`src/rtl/fetch_sequencer_pkg.sv`:
```
// Shared constants, FSM state encoding and address helpers for the fetch sequencer.
package fetch_sequencer_pkg;

    localparam int INSTR_SIZE      = 32;
    localparam int PC_STEP_DEFAULT = 4;
    localparam logic [INSTR_SIZE-1:0] INSTR_SIZE_ZEROS = '0;

    typedef enum logic [2:0] {
        FS_IDLE  = 3'd0,
        FS_REQ   = 3'd1,
        FS_WAIT  = 3'd2,
        FS_DRAIN = 3'd3,
        FS_HALT  = 3'd4
    } fs_state_t;

    function automatic logic misaligned(input logic [1:0] lsbs);
        return lsbs != 2'b00;
    endfunction

endpackage

```
`src/rtl/fetch_out_reg.sv`:
```
// Single-entry valid/ready holding register between fetch and decode, with flush.
module fetch_out_reg #(
    parameter int W = 32
) (
    input  logic         clk,
    input  logic         rst,
    input  logic         load,
    input  logic         flush,
    input  logic [W-1:0] load_instr,
    input  logic [W-1:0] load_pc,
    input  logic         ready,
    output logic         valid,
    output logic [W-1:0] instr,
    output logic [W-1:0] instr_pc
);

    // Flush wins over a pending transfer; the transfer itself still happens this cycle.
    always_ff @(posedge clk or negedge rst) begin
        if (!rst) begin
            valid    <= 1'b0;
            instr    <= '0;
            instr_pc <= '0;
        end else begin
            if (flush)
                valid <= 1'b0;
            else if (load)
                valid <= 1'b1;
            else if (ready)
                valid <= 1'b0;

            if (load && !flush) begin
                instr    <= load_instr;
                instr_pc <= load_pc;
            end
        end
    end

endmodule

```
`src/rtl/fetch_sequencer.sv`:
```
// Fetch stage sequencer: owns the PC, issues IMEM requests, applies redirects and halts on faults.
module fetch_sequencer
    import fetch_sequencer_pkg::*;
#(
    parameter int XLEN    = INSTR_SIZE,
    parameter int PC_STEP = PC_STEP_DEFAULT
) (
    input  logic            clk,
    input  logic            rst,
    input  logic            start,
    input  logic [XLEN-1:0] entry_pc,
    input  logic            redirect_valid,
    input  logic [XLEN-1:0] redirect_base,
    input  logic [XLEN-1:0] redirect_offset,
    output logic            imem_req_valid,
    input  logic            imem_req_ready,
    output logic [XLEN-1:0] imem_req_addr,
    input  logic            imem_rsp_valid,
    input  logic [XLEN-1:0] imem_rsp_data,
    input  logic            imem_rsp_err,
    output logic            instr_valid,
    input  logic            instr_ready,
    output logic [XLEN-1:0] instr,
    output logic [XLEN-1:0] instr_pc,
    output logic            fault
);

    fs_state_t       state, state_next;
    logic [XLEN-1:0] pc, pc_next;
    logic [XLEN-1:0] target, pc_incr;
    logic            fault_next;
    logic            can_issue, req_fire, redirect_take;
    logic            load, flush;

    assign target    = redirect_base + redirect_offset;
    assign pc_incr   = pc + XLEN'(PC_STEP);

    // Only one word may be in flight, so a request needs a free (or draining) output slot.
    assign can_issue      = !instr_valid || instr_ready;
    assign imem_req_valid = (state == FS_REQ) && can_issue;
    assign imem_req_addr  = (state == FS_REQ) ? pc : XLEN'(INSTR_SIZE_ZEROS);
    assign req_fire       = imem_req_valid && imem_req_ready;

    assign redirect_take = redirect_valid &&
                           (state == FS_REQ || state == FS_WAIT || state == FS_DRAIN);

    always_ff @(posedge clk or negedge rst) begin
        if (!rst) begin
            state <= FS_IDLE;
            pc    <= '0;
            fault <= 1'b0;
        end else begin
            state <= state_next;
            pc    <= pc_next;
            fault <= fault_next;
        end
    end

    always_comb begin
        state_next = state;
        pc_next    = pc;
        fault_next = fault;
        load       = 1'b0;
        flush      = (state == FS_HALT);

        if (redirect_take) begin
            flush = 1'b1;
            if (misaligned(target[1:0])) begin
                fault_next = 1'b1;
                state_next = FS_HALT;
            end else begin
                pc_next = target;
                // Any response tied to the old stream must be swallowed by DRAIN.
                case (state)
                    FS_REQ:   state_next = req_fire       ? FS_DRAIN : FS_REQ;
                    FS_WAIT:  state_next = imem_rsp_valid ? FS_REQ   : FS_DRAIN;
                    FS_DRAIN: state_next = imem_rsp_valid ? FS_REQ   : FS_DRAIN;
                    default:  state_next = state;
                endcase
            end
        end else begin
            case (state)
                FS_IDLE: begin
                    if (start) begin
                        pc_next    = entry_pc;
                        state_next = FS_REQ;
                    end
                end
                FS_REQ: begin
                    if (req_fire)
                        state_next = FS_WAIT;
                end
                FS_WAIT: begin
                    if (imem_rsp_valid) begin
                        if (imem_rsp_err) begin
                            fault_next = 1'b1;
                            state_next = FS_HALT;
                        end else begin
                            load       = 1'b1;
                            pc_next    = pc_incr;
                            state_next = FS_REQ;
                        end
                    end
                end
                FS_DRAIN: begin
                    if (imem_rsp_valid)
                        state_next = FS_REQ;
                end
                default: state_next = state;
            endcase
        end
    end

    fetch_out_reg #(
        .W (XLEN)
    ) u_out_reg (
        .clk        (clk),
        .rst        (rst),
        .load       (load),
        .flush      (flush),
        .load_instr (imem_rsp_data),
        .load_pc    (pc),
        .ready      (instr_ready),
        .valid      (instr_valid),
        .instr      (instr),
        .instr_pc   (instr_pc)
    );

endmodule

```
`config.mk`:
```
export PLATFORM = sky130hd
export DESIGN_NAME = fetch_sequencer
export DESIGN_NICKNAME = d
export VERILOG_FILES = /design/src/rtl/fetch_sequencer_pkg.sv /design/src/rtl/fetch_out_reg.sv /design/src/rtl/fetch_sequencer.sv
export SDC_FILE = /design/constraint.sdc
export NUM_CORES = 1
export LEC_CHECK = 0
export ABC_CLOCK_PERIOD_IN_PS = 2000
export CAP_MARGIN = 10
export CORE_MARGIN = 8
export CORE_UTILIZATION = 42
export DETAILED_ROUTE_END_ITERATION = 16
export GPL_TIMING_DRIVEN = 0
export PLACE_DENSITY = 0.88
export REMOVE_ABC_BUFFERS = 1
export SLEW_MARGIN = 20
export SYNTH_ARGS = -nofsm -noshare
export SYNTH_HDL_FRONTEND = slang
export SYNTH_SLANG_ARGS = --single-unit
```
`constraint.sdc`:
```
create_clock -name clk -period 2 [get_ports clk]
set_input_delay 0.6 -clock clk [delete_from_list [all_inputs] [get_ports clk]]
set_output_delay 0.6 -clock clk [all_outputs]
set_load 0.05 [all_outputs]
```
# Word-level counts from Yosys, hierarchy flattened
# Index checks and enable logic that the tools add are counted.
word_totals:
  out_inout_bits: 99
  register_bits: 101
  word_cells: 72
  input_bits: 136
classes:
  reduce_logical: 21
  add_sub_neg: 2
  mux: 31
  eq_ne: 12
op_table:
  columns: ["operator", "n"]
  rows:
  - ["32-bit two-way mux", 6]
  - ["32-bit case mux with 2 select lines", 1]
  - ["32-bit by 3-bit adder with 32-bit output, second input constant", 1]
  - ["32-bit adder", 1]
  - ["3-bit two-way mux", 7]
  - ["3-bit inequality test, second input constant", 5]
  - ["1-bit two-way mux", 13]
  - ["3-bit case mux with 4 select lines", 1]
  - ["2-bit nonzero test", 4]
  - ["3-bit by 2-bit == test with 1-bit output, second input constant", 2]
  - ["3-bit case mux with 2 select lines", 1]
  - ["6-bit AND reduction", 1]
  - ["3-bit nonzero test", 2]
  - ["5-bit AND reduction", 1]
  - ["5-bit nonzero test", 1]
  - ["1-bit logical AND", 4]
  - ["2-bit two-way mux", 2]
  - ["4-bit by 2-bit inequality test with 1-bit output, second input constant", 1]
  - ["4-bit AND reduction", 1]
  - ["3-bit by 1-bit == test with 1-bit output, second input constant", 1]
  - ["3-bit == test, second input constant", 1]
  - ["3-bit logical NOT", 1]
  - ["1-bit logical OR", 3]
  - ["1-bit logical NOT", 2]
  - ["3 further kinds", 3]

# Logic depth before layout (Yosys ltp)
depth:
  ltp_word: 8
  mapped_depth: 11
  mapped_depth_nobuf: 9

# By module
# Synthesis repeated with hierarchy kept, for this count alone.
hier_totals:
  cells_unflattened: 739
  area_unflattened_um2: 7186.9
by_module_without_submodules:
  columns: ["mod", "cells_each", "seq_area_each_um2", "area_each_um2", "n_inst"]
  rows:
  - ["fetch_sequencer", 599, 900.9, 4445.5, 1]
  - ["fetch_out_reg", 140, 1626.6, 2741.4, 1]

# Worst setup path before layout
# OpenSTA, ideal clock, no wires.
synth_path:
  kind: "in2reg"
  startpoint: "input redirect_base[0]"
  endpoint: "register pc[24]"
  required_ns: 1.876
  path_buffers: 1
  setup_ns: 0.124
  stages: 9
  path_slack_ns: -0.817
  t_arrival_ns: 2.693
  path_cell_list: "ha_1 -> fa_1 -> nor2_1 -> o32ai_2 -> nor4_1 -> buf_2 -> o21ai_0 -> a22o_1 -> a211o_1"
synth_between:
  elab_chain_cells: 4
  word_cells_on_any_way: 6
  classes_between: "add/sub: 1; eq/ne: 1; mux: 2; reduce/logical: 2"
synth_lines:
  columns: ["item", "line_no", "rtl"]
  rows:
  - ["from (decl)", "fetch_sequencer.sv:13", "input logic [XLEN-1:0] redirect_base,"]
  - ["32-bit adder *", "fetch_sequencer.sv:35", "assign target = redirect_base + redirect_offset;"]
  - ["2-bit nonzero test", "fetch_sequencer_pkg.sv:17", "return lsbs != 2'b00;"]
  - ["2-bit inequality test (no source line)", null, null]
  - ["5-bit AND reduction (no source line)", null, null]
  - ["to (signal assigned)", "fetch_sequencer.sv:54", "pc <= pc_next;"]
  - ["to (decl)", "fetch_sequencer.sv:29", "logic [XLEN-1:0] pc, pc_next;"]
# Mark *: on every way between the ends. The rest lies on a longest branch, timed or not. The select of a mux whose other input is x is not followed.
# A chain may end at the register's enable or synchronous reset.

# Final worst setup path
layout_path:
  startpoint: "input redirect_offset[0]"
  endpoint: "register pc[31]"
layout_between:
  elab_chain_cells: 4
  word_cells_on_any_way: 6
  classes_between: "add/sub: 1; eq/ne: 1; mux: 2; reduce/logical: 2"
layout_lines:
  columns: ["item", "line_no", "rtl"]
  rows:
  - ["from (decl)", "fetch_sequencer.sv:14", "input logic [XLEN-1:0] redirect_offset,"]
  - ["32-bit adder *", "fetch_sequencer.sv:35", null]
  - ["2-bit nonzero test", "fetch_sequencer_pkg.sv:17", null]
  - ["2-bit inequality test (no source line)", null, null]
  - ["5-bit AND reduction (no source line)", null, null]
# Marks and branches as above.

==> qor.yml <==
clockPowerShare: 0.137
fin_area_um2: 12400
grt_pass1_vias: 8123
status: "complete, but fails checks"
ir_drop_uv: 638
violations: "negative setup slack"
synth_top_family_by_area: "compound AO/OA/AOI/OAI gates"
synthMuxAreaShare: 0.110
track_usage: 0.283
grt_first_pass_wirelength_um: 45800
placedCellCount: 1167
tritoncts: "done"
antenna_found_initial: 3
final.period_utilization: 1.39
drcViolationCount: 0
grt_max_degree: 67
dp_slack_ns: -2.17
finalHoldViolCount: 0
synth_cell_types: 74
avgRoutedWirePerCell_um: 26.8
cp-startpoint: "redirect_offset[0]"
htreeDepth: 3
startpoint_type: "input pin"
totalWireLength_um: 35100
antenna_left: 0
drive_gt1_frac: 0.398
seqPwrFrac: 0.277
dr.first_iter.drc_count: 1264
synth_area_um2: 6910
p_switching_mw: 6.52
gp_congestion: 0.878
die-area_um2: 20800
core_um2: 16300
insertion_delay_ns: 0.35
clock-sinks: 101
crit_path_max_fanout: 2
setup_violations: 133
hold_slack_ns: 0.143
ys_top_cells_by_area: "dfrtp_1, mux2_2, ha_1"
yosysSeqAreaShare: 0.366
powerDensity_nw_per_um2: 1100
synth_edf_count: 0
drv_cap: 0
root_buffer: "clkbuf_16"
routed_via_density: 6.53
power_mw: 13.7
min_period_ns: 2.79
pwr-share-comb: 0.585
overflow: 0
ys_async_sr_fraction: 1.00
yosys.area.top_type: "dfrtp_1"
finClkSkew_ns: 0.00871
slew_violations: 0
vias: 8540
crit_required_ns: 2.24
fp.dieW_um: 144
final.setup.worst_slack_ns: -0.789
ioPinCount: 235
hpwl_um: 17600
avgSynthCellArea_um2: 9.28
rsz0062_at_grt: "true"
synthXorXnorAreaFrac: 0.0329
synth_common_cells: "dfrtp_1, mux2_2, o21ai_0"
port_buffers: 234
slew_headroom: 0.480
p_sw_frac: 0.477
p_int_mw: 7.14
p_leak_nw: 5.55
netlist_instances: 745
yosys.area_share.simple: 0.191
ys_ff_latch: 101
ys_warn_count: 0
ctsHoldBuffers: 0
clock_path_buffers: 2
arrival_ns: 3.03
syn2layout_area_growth_pct: 79.3
synth-compound-area-share: 0.203
synth-adder-area-share: 0.0608
start_util: 0.423
fin_nets: 1249
dr.pass1.iters: 7
critical_path_class: "in -> reg"
yosysTopAreaCellShare: 0.366
min_path_type: "in -> async"
cts_inserted_buffers: 9
synth_flop_cell: "dfrtp_1"
fp.dieH_um: 144
reg2reg_from: "pc[4]"
clk_pin_slew_ns: 0.08
fp-row-count: 47
fmax_mhz: 358
stdcell_count: 1307
place_area_um2: 9460
yosysMostFrequentCell: "dfrtp_1"
worst_pin_slew_ns: 0.780
cp-end-kind: "register"
stage by stage:
step / setup TNS, ns / utilization
floorplan: -196.74 / -
global placement: -803.65 / 0.571
detailed placement: -148.05 / 0.579
CTS: -28.16 / 0.716
global route: -50.40 / 0.758
finish: -47.56 / 0.758
flip-flops by register name (all words and copies together) (netlist names):
name                flops
fault                   1
pc                     32
state                   3
u_out_reg.instr        32
u_out_reg.instr_pc     32
u_out_reg.valid         1
power groups by stage:
stage | combinational (mW) | clock (mW) | sequential (mW)
floorplan | 2.24 | 0 | 4.79
global placement | 5.46 | 0 | 3.53
detailed placement | 5.62 | 0 | 3.59
CTS | 6.89 | 1.86 | 3.58
global route | 8.23 | 1.97 | 3.84
finish | 8.00 | 1.88 | 3.79
cell families after synthesis:
group,after synthesis
compound gates,214
xor+xnor,26
fa+ha+maj,33
buf+inv,55
flops,101
mux,68
simple gates,248
path summary, 6_finish.rpt:
check                      slack (ns)                     end  depth (start not counted)
max reg2reg                     -0.75                  pc[31]                          7
min                              0.14   u_out_reg.instr_pc[4]                          1
max                             -0.79                  pc[31]                         13
min reg2reg                      0.51  u_out_reg.instr_pc[31]                          1
max in group asynchronous        1.20  u_out_reg.instr_pc[22]                          2
min in group clk                 0.51  u_out_reg.instr_pc[31]                          1
timing repair:
action,in CTS,in global routing
pin swaps,74,40
setup endpoints to repair,200,133
setup buffers,81,37
resized for setup,651,128
cloned,11,6
layout by cell type, fill, tap and decap left out, types with 10 or more instances in the layout:
cell type | netlist | final
o21ai_0 | 55 | 30
and2_4 | 0 | 30
clkdlybuf4s50_1 | 0 | 91
ha_4 | 0 | 25
nor2_1 | 51 | 47
o21ai_2 | 1 | 14
xnor2_1 | 15 | 13
a21o_1 | 11 | 11
nand2_1 | 54 | 46
nand3_1 | 22 | 22
and2_1 | 41 | 11
o21ai_1 | 8 | 18
a21oi_1 | 48 | 34
clkdlybuf4s15_2 | 0 | 10
nand4_1 | 10 | 10
nor3_1 | 19 | 11
dlygate4sd2_1 | 0 | 88
buf_8 | 0 | 39
a31oi_1 | 12 | 10
inv_1 | 15 | 15
dfrtp_1 | 101 | 97
buf_6 | 1 | 41
mux2_4 | 0 | 65
buf_4 | 5 | 62
clkbuf_16 | 0 | 13
final cells by class:
type                            instances  area [um2]
Clock inverter                          7        81.3
Fill cell                             968        3960
Antenna cell                            2        5.00
Timing Repair Buffer                  359        3810
Inverter                               15        56.3
Clock buffer                            9         225
Sequential cell                       101        2530
Tap cell                              220         275
Multi-Input combinational cell        594        5410
metal layers:
| metal | vias to the layer above | global-route usage | share of wire |
|---|---|---|---|
| met3 | 257 | 0.0446 | 0.11 |
| li1 | 3468 | - | - |
| met1 | 4041 | 0.337 | 0.35 |
| met5 | - | 0 | 0.00037 |
| met2 | 772 | 0.485 | 0.46 |
| met4 | 2 | 0.150 | 0.077 |
worst max-delay path, cell delays in order:
cell and delay (ns):
buf_8 0.10, ha_4 0.16, fa_2 0.45, nor2_4 0.17
o32ai_4 0.12, nor4_4 0.34, buf_4 0.18, buf_6 0.10
buf_6 0.11, buf_6 0.10, a21boi_1 0.06, a211o_1 0.29
a211o_1 0.25
(Power assumes the default switching activity.)
